File: src/rtl/uart_tx_arbiter.sv
// uart_tx_arbiter: lets NREQ byte-stream requesters share one UART transmitter.
//
// Arbitration is round-robin with a packet lock. A grant is held until one of three things happens:
// the requester's LAST byte goes out, MAX_PKT bytes have gone out, or the granted requester keeps
// VALID low for IDLE_TO cycles while the arbiter is waiting for its next byte.
//
// Each byte goes through the same handshake. SEND pulses UART_TX_SEND for one cycle. WAIT_LO waits
// for UART_TX_READY to fall, giving up after ACK_TO cycles. WAIT_HI waits for UART_TX_READY to rise.
// This way no byte is sent twice or dropped.
//
// Optional feature macro: UART_ARB_TAG_EN. When it is defined, every new grant first sends the
// header byte {5'b10100, g[2:0]} (state TAG). The header does not count toward MAX_PKT.
//
// Ports:
//   CLK, RST       clock; synchronous active-high reset
//   REQ_DAT        NREQ*8  per-requester byte, requester i at [8*i+7:8*i]
//   REQ_VALID      NREQ    byte available
//   REQ_LAST       NREQ    byte ends its packet
//   REQ_READY      NREQ    byte accepted this cycle (granted requester only)
//   GRANT          NREQ    one-hot current owner, 0 when idle
//   UART_TX_DAT    8       byte to the transmitter, stable from SEND until WAIT_HI exits
//   UART_TX_SEND   1       one-cycle send strobe
//   UART_TX_READY  1       transmitter idle
//   BUSY           1       arbiter not in IDLE
module uart_tx_arbiter #(
  parameter int unsigned NREQ    = 4,
  parameter int unsigned MAX_PKT = 16,
  parameter int unsigned IDLE_TO = 1024,
  parameter int unsigned ACK_TO  = 8
) (
  input  logic              CLK,
  input  logic              RST,
  input  logic [NREQ*8-1:0] REQ_DAT,
  input  logic [NREQ-1:0]   REQ_VALID,
  input  logic [NREQ-1:0]   REQ_LAST,
  output logic [NREQ-1:0]   REQ_READY,
  output logic [NREQ-1:0]   GRANT,
  output logic [7:0]        UART_TX_DAT,
  output logic              UART_TX_SEND,
  input  logic              UART_TX_READY,
  output logic              BUSY
);

`ifdef UART_ARB_TAG_EN
  typedef enum logic [2:0] {StIdle, StTag, StLoad, StSend, StWaitLo, StWaitHi} state_e;
`else
  typedef enum logic [2:0] {StIdle, StLoad, StSend, StWaitLo, StWaitHi} state_e;
`endif

  // One timer serves both the LOAD idle timeout and the WAIT_LO ack timeout.
  localparam int unsigned TmrMax = (IDLE_TO > ACK_TO) ? IDLE_TO : ACK_TO;
  localparam int unsigned TmrW   = $clog2(TmrMax + 1);
  localparam logic [NREQ-1:0] GrantOne = {{(NREQ-1){1'b0}}, 1'b1};
  localparam logic [2:0]      LastIdx  = 3'(NREQ - 1);
  localparam logic [7:0]      MaxCnt   = 8'(MAX_PKT);

  state_e            state_q, state_d;
  logic [NREQ-1:0]   grant_q, grant_d;
  logic [2:0]        gidx_q, gidx_d;
  logic [2:0]        rr_q, rr_d;
  logic [7:0]        count_q, count_d;
  logic              last_q, last_d;
  logic [7:0]        dat_q, dat_d;
  logic [TmrW-1:0]   timer_q, timer_d;
`ifdef UART_ARB_TAG_EN
  logic              tag_q, tag_d;
`endif

  logic [7:0]        valid_pad;
  logic              arb_found;
  logic [2:0]        arb_idx;
  logic              valid_g;
  logic              last_g;
  logic [7:0]        dat_g;
  logic [2:0]        rr_next;
  logic [NREQ-1:0]   req_ready;

  // Offset k from base, wrapped into 0..NREQ-1. Both inputs are already < NREQ.
  function automatic logic [2:0] wrap_idx(logic [2:0] base, int unsigned k);
    int unsigned s;
    s = int'(base) + k;
    if (s >= NREQ) s -= NREQ;
    return 3'(s);
  endfunction

  // Pad VALID to 8 bits so a 3-bit index always selects within range.
  assign valid_pad = 8'(REQ_VALID);
  assign rr_next   = (gidx_q == LastIdx) ? 3'd0 : gidx_q + 3'd1;

  // Pick the first valid requester at or after the round-robin pointer.
  always_comb begin
    arb_found = 1'b0;
    arb_idx   = 3'd0;
    for (int unsigned k = 0; k < NREQ; k++) begin
      if (!arb_found && valid_pad[wrap_idx(rr_q, k)]) begin
        arb_found = 1'b1;
        arb_idx   = wrap_idx(rr_q, k);
      end
    end
  end

  always_comb begin
    dat_g  = 8'h00;
    last_g = 1'b0;
    for (int unsigned i = 0; i < NREQ; i++) begin
      if (grant_q[i]) begin
        dat_g  = REQ_DAT[8*i +: 8];
        last_g = REQ_LAST[i];
      end
    end
  end

  assign valid_g = |(REQ_VALID & grant_q);

  always_comb begin
    state_d   = state_q;
    grant_d   = grant_q;
    gidx_d    = gidx_q;
    rr_d      = rr_q;
    count_d   = count_q;
    last_d    = last_q;
    dat_d     = dat_q;
    timer_d   = timer_q;
`ifdef UART_ARB_TAG_EN
    tag_d     = tag_q;
`endif
    req_ready = '0;

    unique case (state_q)
      StIdle: begin
        timer_d = '0;
        if (arb_found) begin
          grant_d = GrantOne << arb_idx;
          gidx_d  = arb_idx;
`ifdef UART_ARB_TAG_EN
          state_d = StTag;
`else
          state_d = StLoad;
`endif
        end
      end
`ifdef UART_ARB_TAG_EN
      StTag: begin
        if (UART_TX_READY) begin
          dat_d   = {5'b10100, gidx_q};
          tag_d   = 1'b1;
          state_d = StSend;
        end
      end
`endif
      StLoad: begin
        if (valid_g) begin
          timer_d = '0;
          if (UART_TX_READY) begin
            req_ready = grant_q;
            dat_d     = dat_g;
            last_d    = last_g;
            count_d   = (count_q == MaxCnt) ? count_q : count_q + 8'd1;
            state_d   = StSend;
          end
        end else if (timer_q == TmrW'(IDLE_TO - 1)) begin
          // A stalled owner gives up its turn just as if its packet had ended.
          grant_d = '0;
          rr_d    = rr_next;
          count_d = '0;
          timer_d = '0;
          state_d = StIdle;
        end else begin
          timer_d = timer_q + 1'b1;
        end
      end
      StSend: begin
        timer_d = '0;
        state_d = StWaitLo;
      end
      StWaitLo: begin
        // If READY never falls, treat the byte as sent rather than risk sending it twice.
        if (!UART_TX_READY || (timer_q == TmrW'(ACK_TO - 1))) begin
          timer_d = '0;
          state_d = StWaitHi;
        end else begin
          timer_d = timer_q + 1'b1;
        end
      end
      StWaitHi: begin
        if (UART_TX_READY) begin
`ifdef UART_ARB_TAG_EN
          if (tag_q) begin
            tag_d   = 1'b0;
            state_d = StLoad;
          end else
`endif
          if (last_q || (count_q == MaxCnt)) begin
            grant_d = '0;
            rr_d    = rr_next;
            count_d = '0;
            state_d = StIdle;
          end else begin
            state_d = StLoad;
          end
        end
      end
      default: state_d = StIdle;
    endcase
  end

  always_ff @(posedge CLK) begin
    if (RST) begin
      state_q <= StIdle;
      grant_q <= '0;
      gidx_q  <= 3'd0;
      rr_q    <= 3'd0;
      count_q <= 8'd0;
      last_q  <= 1'b0;
      dat_q   <= 8'h00;
      timer_q <= '0;
`ifdef UART_ARB_TAG_EN
      tag_q   <= 1'b0;
`endif
    end else begin
      state_q <= state_d;
      grant_q <= grant_d;
      gidx_q  <= gidx_d;
      rr_q    <= rr_d;
      count_q <= count_d;
      last_q  <= last_d;
      dat_q   <= dat_d;
      timer_q <= timer_d;
`ifdef UART_ARB_TAG_EN
      tag_q   <= tag_d;
`endif
    end
  end

  assign REQ_READY    = req_ready;
  assign GRANT        = grant_q;
  assign UART_TX_DAT  = dat_q;
  assign UART_TX_SEND = (state_q == StSend);
  assign BUSY         = (state_q != StIdle);

endmodule

File: config.mk
export PLATFORM = sky130hd
export DESIGN_NAME = uart_tx_arbiter
export DESIGN_NICKNAME = d
export VERILOG_FILES = /design/src/rtl/uart_tx_arbiter.sv
export SDC_FILE = /design/constraint.sdc
export NUM_CORES = 1
export LEC_CHECK = 0
export ABC_AREA = 0
export BUFFER_PORTS_ARGS = -buffer_cell sky130_fd_sc_hd__buf_2
export CAP_MARGIN = 20
export CORE_AREA = 2 2 73 75
export DETAILED_ROUTE_END_ITERATION = 8
export DIE_AREA = 0 0 75 77
export PLACE_DENSITY = 0.79
export SLEW_MARGIN = 20
export SYNTH_ARGS = -nofsm -noshare
export SYNTH_HDL_FRONTEND = slang
export SYNTH_SLANG_ARGS = --single-unit
File: constraint.sdc
create_clock -name CLK -period 3 [get_ports CLK]
set_input_delay 0.45 -clock CLK [delete_from_list [all_inputs] [get_ports CLK]]
set_output_delay 0.45 -clock CLK [all_outputs]
set_load 0.05 [all_outputs]
==> run metrics, run 1 <==
Leakage 1.17 nW; Worst R2R Setup Slack 0.27 ns; CP arrival 2.89 ns; crit path cell chain inv_1 > ha_1 > mux4_2 > o21ai_1 > o21ai_1 > a31oi_2 > nand2b_1 > o22ai_1; first-pass GRT wire length 10,600 um; worst slack, placed 0.294 ns; TNS Setup 0 ns; Initial Utilization 52.5%; final WL 6150 um; Global Route Usage Sum 23.1%; antenna-violating nets left 0; WL/cell 13.8 um; Vias 2,600; Area Growth Syn to Fin 17.2%; reg-to-reg startpoint rr_q[1]; root buf cell clkbuf_8; Yosys cell types 59; Synthesis Warnings 0; largest net degree at the start of global routing 39; via/cell ratio 5.84; # diodes 0; Slew @ Worst Pin 0.637 ns; CTS Buf Count 5; worst hold path class reg2reg; Hold EP gidx_q[2]; Synth area leaders dfxtp_1 (31%), nor2_1 (5.3%), a21oi_1 (4.4%), nor3_1 (3.6%), a221oi_1 (3.0%); CTS Buffer Depth 2; Worst-path clk slew 0.08 ns; number of port buffers 60; FF+latch count, synth 41; skew final 0.00819 ns; RSZ-0062 raised after global routing false; most frequent cells after synthesis dfxtp_1 (41), nor2_1 (37), a21oi_1 (23), nor3_1 (19), nand2_1 (14); hold path depth 2; DRC violations left 0; power density over the cells 722 nW/um2; placed instance area 2960 um2; setup bufs post-CTS 0; placed insts 438; share of layout cells above drive strength 1 24.3%; reg2reg end GRANT[2]; grt ovf 0; status completed; slowest CP cell dfxtp_1; CTS tree built; Worst Path Required 3.16 ns; Die Ht 77 um; final max-slew violation count 0; CP Class reg2reg; Crit path buffers/inverters 1; clock latency on the worst-skew pair 0.29 ns; most used cell, CP o21ai_1; Core Area 4980 um2; Finished Cell Area 3060 um2; final-report setup violation count 0; delay-heaviest family, CP compound AO/OA/AOI/OAI gates; cell accounting for the most synthesized area dfxtp_1; CP endpoint kind register; final core occ 61.6%; most instantiated library cell after synthesis dfxtp_1; I/O pin total 61; CTS Hold Bufs 0; first-pass detailed-route iteration total 5; worst r2r path cells 8; EDFF count, synth 0; register area share after synthesis 31.4%; total power 2.21 mW; Cell Count, Final, Fillers Out 445; startpoint types register; vias in the first global route 2,284; syn nets 372; Final Hold Slack 0.490 ns; Min Clock Period, post-route 2.73 ns; period utilization 91.0%; initial antenna violation count 0; Final Hold Viols 0; Crit path largest cell delay 0.54 ns; PnR worst setup slack 0.271 ns; max cap viols 0; Routability Congestion 0.869; nets 424; HP Start gidx_q[2]; ys async rst share 0%; highest clock rate 366 MHz; Cell Area, Synth 2620 um2; Core Rows 26; normalized max-slew margin 57.6%; Sink Count 41; Syn Inst Count 323; CTS HTree Levels 2; Die W 75 um; Crit Path Max Fanout 10; Main synth FF type dfxtp_1; Post-DP HPWL 4560 um; mean area per synthesized cell 8.10 um2; die area 5780 um2; Initial DRC Count 194; area share of the largest cell type after synthesis 31.4%; Worst VDD drop 0.509 mV
==> registers in the layout (all words and copies together), names as in the netlist <==
signal,cells
state_q,3
gidx_q,3
GRANT,4
rr_q,3
timer_q,11
last_q,1
UART_TX_DAT,8
count_q,8
==> final cells by class <==
class / count / area (um2)
Fill cell: 445 / 1910
Multi-Input combinational cell: 254 / 1680
Sequential cell: 41 / 821
Timing Repair Buffer: 65 / 338
Tap cell: 70 / 87.6
Clock buffer: 5 / 68.8
Clock inverter: 2 / 35.0
Inverter: 8 / 30.0
==> power breakdown <==
part / internal [mW] / switching, mW
combinational: 0.421 / 0.655
clock: 0.242 / 0.186
sequential: 0.616 / 0.0938
total: 1.28 / 0.934
==> placed cells by master (no fill, tap or decap), types with 2 or more instances in the layout <==
master     n
buf_2     60
dfxtp_1   41
nor2_1    37
a21oi_1   23
nor3_1    19
nand2_1   14
nor2b_1   11
a211oi_1  10
nand2b_1   9
a221oi_1   9
o21ai_0    9
inv_1      8
nand3_1    8
and2_1     7
mux2i_1    7
xnor2_1    7
ha_1       6
nand4_1    5
nand3b_1   5
and3_1     5
o22ai_1    5
clkbuf_8   5
buf_4      5
or3_1      4
nor4_1     4
o21ai_1    3
a31oi_1    3
a22oi_1    3
mux2_2     3
a22o_1     2
mux4_2     2
a31oi_2    2
or3b_1     2
nor2_2     2
o32ai_1    2
==> routing by layer <==
layer  part of all wire, %  vias to the layer above  routed length [um]  track usage, %
li1                      -                     1300                   -               -
met1                    45                     1190                2750            32.7
met2                    46                      103                2810            34.2
met3                   8.1                        7                 498            5.78
met4                   1.4                        0                  87            6.96
met5                     0                        -                   0               0
==> tightest hold or removal path, stage by stage (launching register included) <==
cell	delay, ns
dfxtp_1	0.30
inv_1	0.08
nor3_1	0.06
==> what timing repair did <==
| action | in CTS | in global routing |
|---|---|---|
| endpoints found under the hold margin | 0 | 0 |
| setup endpoints to repair | 0 | 4 |
| resized for setup | 0 | 1 |
==> logic make-up (layout without fill, tap and decap cells) <==
logic type | Yosys count | after routing | synth area share (%)
flip-flops | 41 | 41 | 31.4
XOR/XNOR | 8 | 8 | 2.68
AO/OA/AOI/OAI | 85 | 85 | 23.3
adder cells (fa/ha/maj) | 6 | 6 | 2.87
AND/OR/NAND/NOR | 143 | 143 | 29.7
multiplexers | 12 | 12 | 5.69
buffers and inverters | 28 | 80 | 4.40
==> worst max path at each step <==
stage               cells after the start            to  slack [ns]        from
finish                                  8      GRANT[2]        0.27     rr_q[1]
global route                            8      GRANT[1]        0.02     rr_q[1]
CTS                                     6  REQ_READY[1]        0.18  state_q[0]
global placement                        8      GRANT[2]        0.44     rr_q[1]
detailed placement                      8      GRANT[3]        0.29     rr_q[1]
floorplan                              10      GRANT[2]        0.49     rr_q[1]
(Power assumes the default switching activity.)
==> run 2, diff against run 1 <==
--- a/config.mk
+++ b/config.mk
@@ -11,6 +11,7 @@
 export CORE_AREA = 2 2 73 75
 export DETAILED_ROUTE_END_ITERATION = 8
 export DIE_AREA = 0 0 75 77
+export GPL_TIMING_DRIVEN = 0
 export PLACE_DENSITY = 0.79
 export SLEW_MARGIN = 20
 export SYNTH_ARGS = -nofsm -noshare
==> run metrics, run 2 (synthesis results as in run 1) <==
placed instance area 3000 um2; Routability Congestion 0.884; grt ovf 0; final max-slew violation count 0; antenna-violating nets left 0; CTS Buffer Depth 2; Final Hold Slack 0.497 ns; max reg flops 11; first-pass detailed-route iteration total 4; Initial DRC Count 129; startpoint types register; setup bufs post-CTS 0; DRC violations left 0; number of port buffers 60; Global Route Usage Sum 23.7%; nets 439; CP arrival 2.95 ns; RSZ-0062 raised after global routing false; CTS resizes 0; reg2reg end GRANT[1]; max cap viols 0; Crit Path Max Fanout 10; Core Area 4980 um2; Core Rows 26; die area 5780 um2; CTS HTree Levels 2; TNS Setup 0 ns; normalized max-slew margin 66.0%; Hold EP gidx_q[2]; final-report setup violation count 0; CP Class reg2reg; CTS tree built; initial antenna violation count 0; Worst R2R Setup Slack 0.27 ns; Finished Cell Area 3110 um2; most common cell after layout, fill and taps aside buf_2; final WL 6420 um; vias in the first global route 2,433; power density over the cells 701 nW/um2; final core occ 62.5%; Biggest register timer_q; Area Growth Syn to Fin 19.0%; Min Clock Period, post-route 2.73 ns; # fillers 446; # diodes 0; Die Ht 77 um; Leakage 1.20 nW; Slew @ Worst Pin 0.511 ns; CTS Buf Count 5; Die W 75 um; hold path depth 2; largest net degree at the start of global routing 13; CTS Hold Bufs 0; Initial Utilization 52.5%; reg-to-reg startpoint rr_q[0]; most frequent cells in the layout buf_2 (68), dfxtp_1 (41), nor2_1 (36); status completed; CP endpoint kind register; share of layout cells above drive strength 1 25.1%; worst r2r path cells 10; root buf cell clkbuf_8; Post-DP HPWL 4870 um; Worst Path Required 3.22 ns; Worst-path clk slew 0.07 ns; HP Start gidx_q[2]; I/O pin total 61; highest clock rate 366 MHz; Worst VDD drop 0.481 mV; clock latency on the worst-skew pair 0.30 ns; worst hold path class reg2reg; Vias 2,653; WL/cell 13.9 um; via/cell ratio 5.75; skew final 0.00500 ns; Final Hold Viols 0; period utilization 91.1%; first-pass GRT wire length 10,900 um; Sink Count 41
run 2: cell type report:
cell class | instances | area [um2] | area share, %
Tap cell | 70 | 87.6 | 2.81
Multi-Input combinational cell | 254 | 1700 | 54.8
Sequential cell | 41 | 821 | 26.4
Buffer | 20 | 86.3 | 2.77
Inverter | 8 | 30.0 | 0.965
Timing Repair Buffer | 60 | 300 | 9.65
Clock buffer | 6 | 72.6 | 2.33
Clock inverter | 2 | 10.0 | 0.322
run 2: power by group:
part	switching, mW	internal [mW]	total [mW]
clock network	0.194	0.161	0.356
registers	0.0635	0.616	0.679
logic	0.707	0.439	1.15
total	0.965	1.22	2.18
run 2: how the worst max path moves through the flow:
stage          startpoint  endpoint  slack (ns)  cells after the start
2_1_floorplan     rr_q[1]  GRANT[2]        0.49                     10
3_5_place_dp      rr_q[1]  GRANT[1]        0.08                     10
4_1_cts           rr_q[1]  GRANT[1]        0.05                     10
6_report          rr_q[0]  GRANT[1]        0.27                     10
3_3_place_gp      rr_q[1]  GRANT[1]        0.16                     10
5_1_grt           rr_q[0]  GRANT[1]        0.04                     10
run 2: worst max-delay path: stages (launching register included):
cell and delay, ns:
dfxtp_1 0.45, buf_2 0.26, inv_1 0.08, ha_1 0.27, buf_2 0.19, mux4_2 0.53, o21ai_2 0.13, o21ai_1 0.16
a31oi_4 0.27, o211ai_1 0.12, o22ai_1 0.18
run 2: routing by layer:
metal	wire length [um]	vias to the layer above	share of wire, %	track usage (%)
met1	2820	1209	44	30.2
met5	0	-	0	0
met3	386	10	6.0	6.44
met2	3110	89	48	38.6
met4	100	0	1.6	6.79
li1	-	1345	-	-
run 2: through the flow:
step / total power, mW / setup slack, ns / instances
final: 2.18 / 0.267 / 461
after global routing: 2.35 / 0.0404 / 461
after CTS: 2.16 / 0.0502 / 461
after detailed placement: 1.80 / 0.0800 / 453
after global placement: 1.78 / 0.158 / 453
after floorplan: 1.56 / 0.490 / 323
==> run 3, diff against run 2 <==
--- a/config.mk
+++ b/config.mk
@@ -8,11 +8,11 @@
 export ABC_AREA = 0
 export BUFFER_PORTS_ARGS = -buffer_cell sky130_fd_sc_hd__buf_2
 export CAP_MARGIN = 20
-export CORE_AREA = 2 2 73 75
+export CORE_AREA = 2 2 77 79
 export DETAILED_ROUTE_END_ITERATION = 8
-export DIE_AREA = 0 0 75 77
+export DIE_AREA = 0 0 79 81
 export GPL_TIMING_DRIVEN = 0
-export PLACE_DENSITY = 0.79
+export PLACE_DENSITY = 0.75
 export SLEW_MARGIN = 20
 export SYNTH_ARGS = -nofsm -noshare
 export SYNTH_HDL_FRONTEND = slang
==> constraint.sdc (replaced) <==
create_clock -name CLK -period 2.5 [get_ports CLK]
set_input_delay 0.375 -clock CLK [delete_from_list [all_inputs] [get_ports CLK]]
set_output_delay 0.375 -clock CLK [all_outputs]
set_load 0.05 [all_outputs]
==> run metrics, run 3 (synthesis results as in run 1) <==
status completed; CP endpoint kind register; total power 2.89 mW; worst hold path class in2reg; max reg flops 11; root buf cell clkbuf_8; nets 442; Initial Utilization 46.1%; Core Rows 28; period utilization 95.8%; CTS Hold Bufs 0; Crit path largest cell delay 0.53 ns; crit path cell chain buf_6 > inv_1 > ha_1 > buf_6 > mux4_2 > o21ai_4 > o21ai_2 > a31oi_4 > o211ai_1 > o22ai_1; most common cell after layout, fill and taps aside buf_2; I/O pin total 61; Finished Cell Area 3270 um2; final max-slew violation count 0; highest clock rate 418 MHz; Die W 79 um; Global Route Usage Sum 21.5%; CTS HTree Levels 2; placed instance area 3010 um2; max cap viols 0; die area 6400 um2; Sink Count 41; first-pass detailed-route iteration total 4; Seq. cell area 826 um2; PnR worst setup slack 0.106 ns; Crit path buffers/inverters 3; CTS Buffer Depth 2; final WL 6720 um; Min Clock Period, post-route 2.39 ns; final-report setup violation count 0; final core occ 57.6%; Area Growth Syn to Fin 25.1%; DRC violations left 0; power density over the cells 883 nW/um2; # diodes 0; Slew @ Worst Pin 0.604 ns; clock latency on the worst-skew pair 0.30 ns; Core Area 5680 um2; WL/cell 14.3 um; hold path depth 3; grt ovf 0; Worst path depth 10; Worst VDD drop 0.539 mV; initial antenna violation count 0; CTS tree built; Worst R2R Setup Slack 0.11 ns; largest net degree at the start of global routing 13; most used cell, CP buf_6; CP arrival 2.62 ns; delay-heaviest family, CP compound AO/OA/AOI/OAI gates; via/cell ratio 5.65; startpoint types register; # fillers 543; slowest CP cell mux4_2; most frequent cells in the layout buf_2 (61), dfxtp_1 (39), nor2_1 (36); antenna-violating nets left 0; Initial DRC Count 161; share of layout cells above drive strength 1 27.4%; normalized max-slew margin 59.6%; Die Ht 81 um; Worst-path clk slew 0.08 ns; worst r2r path cells 10; CP Class reg2reg; Biggest register timer_q; number of port buffers 60; worst slack, placed -0.317 ns; footprint of the multi-input gates 1760 um2; first-pass GRT wire length 11,100 um; Leakage 1.23 nW; Final Hold Viols 0; skew final 0.00432 ns; Worst Path Required 2.73 ns; vias in the first global route 2,450; Post-DP HPWL 4980 um; Vias 2,652; Routability Congestion 0.898; Crit Path Max Fanout 10; CTS Buf Count 5; Final Hold Slack 0.424 ns
[run 3: cell types whose count changed in the layout (fill, tap and decap cells not counted), moves of 2 or more]
cell / delta
buf_2: -7
clkbuf_4: +5
buf_4: +3
buf_6: +3
clkinv_2: -2
dfxtp_1: -2
nor3b_2: -2
nor3b_4: +2
o21ai_1: -2
[run 3: metal layers]
metal	track usage (%)	routed length, um	up-vias
met4	5.34	82	0
li1	-	-	1342
met1	26.0	2940	1208
met3	5.00	368	12
met2	38.6	3330	90
met5	0	0	-
[run 3: worst paths after layout]
check              startpoint        endpoint
hold reg to reg     gidx_q[2]       gidx_q[2]
hold / removal    REQ_DAT[24]  UART_TX_DAT[0]
setup / recovery      rr_q[0]        GRANT[1]
setup reg to reg      rr_q[0]        GRANT[1]
[run 3: layout make-up]
type / instances / share of cell area (%)
Inverter: 8 / 0.918
Sequential cell: 41 / 25.2
Timing Repair Buffer: 63 / 10.1
Multi-Input combinational cell: 254 / 53.9
Clock inverter: 1 / 0.918
Buffer: 20 / 3.37
Tap cell: 75 / 2.87
Clock buffer: 7 / 2.64
[run 3: through the flow]
stage	instances	setup TNS, ns
2_1_floorplan	323	0
3_3_place_gp	458	-1.31
3_5_place_dp	458	-1.71
4_1_cts	467	-0.0500
5_1_grt	469	-0.00618
6_report	469	0
[run 3: power by group]
group | switching, mW | internal [mW] | total, mW
registers | 0.0796 | 0.743 | 0.822
clock network | 0.230 | 0.326 | 0.555
logic | 0.908 | 0.602 | 1.51
total | 1.22 | 1.67 | 2.89
[run 3: timing repair]
item / in CTS / in global routing
pin swaps: 2 / 4
resized for setup: 9 / 21
cloned: 0 / 0
endpoints found under the setup margin: 11 / 11
buffers inserted: 1 / 2
[run 3: worst register-to-register path, stage by stage (launching register included)]
cell and delay, ns:
dfxtp_4 0.37, buf_6 0.14, inv_1 0.07, ha_1 0.29, buf_6 0.13, mux4_2 0.53, o21ai_4 0.13, o21ai_2 0.12
a31oi_4 0.26, o211ai_1 0.12, o22ai_1 0.16
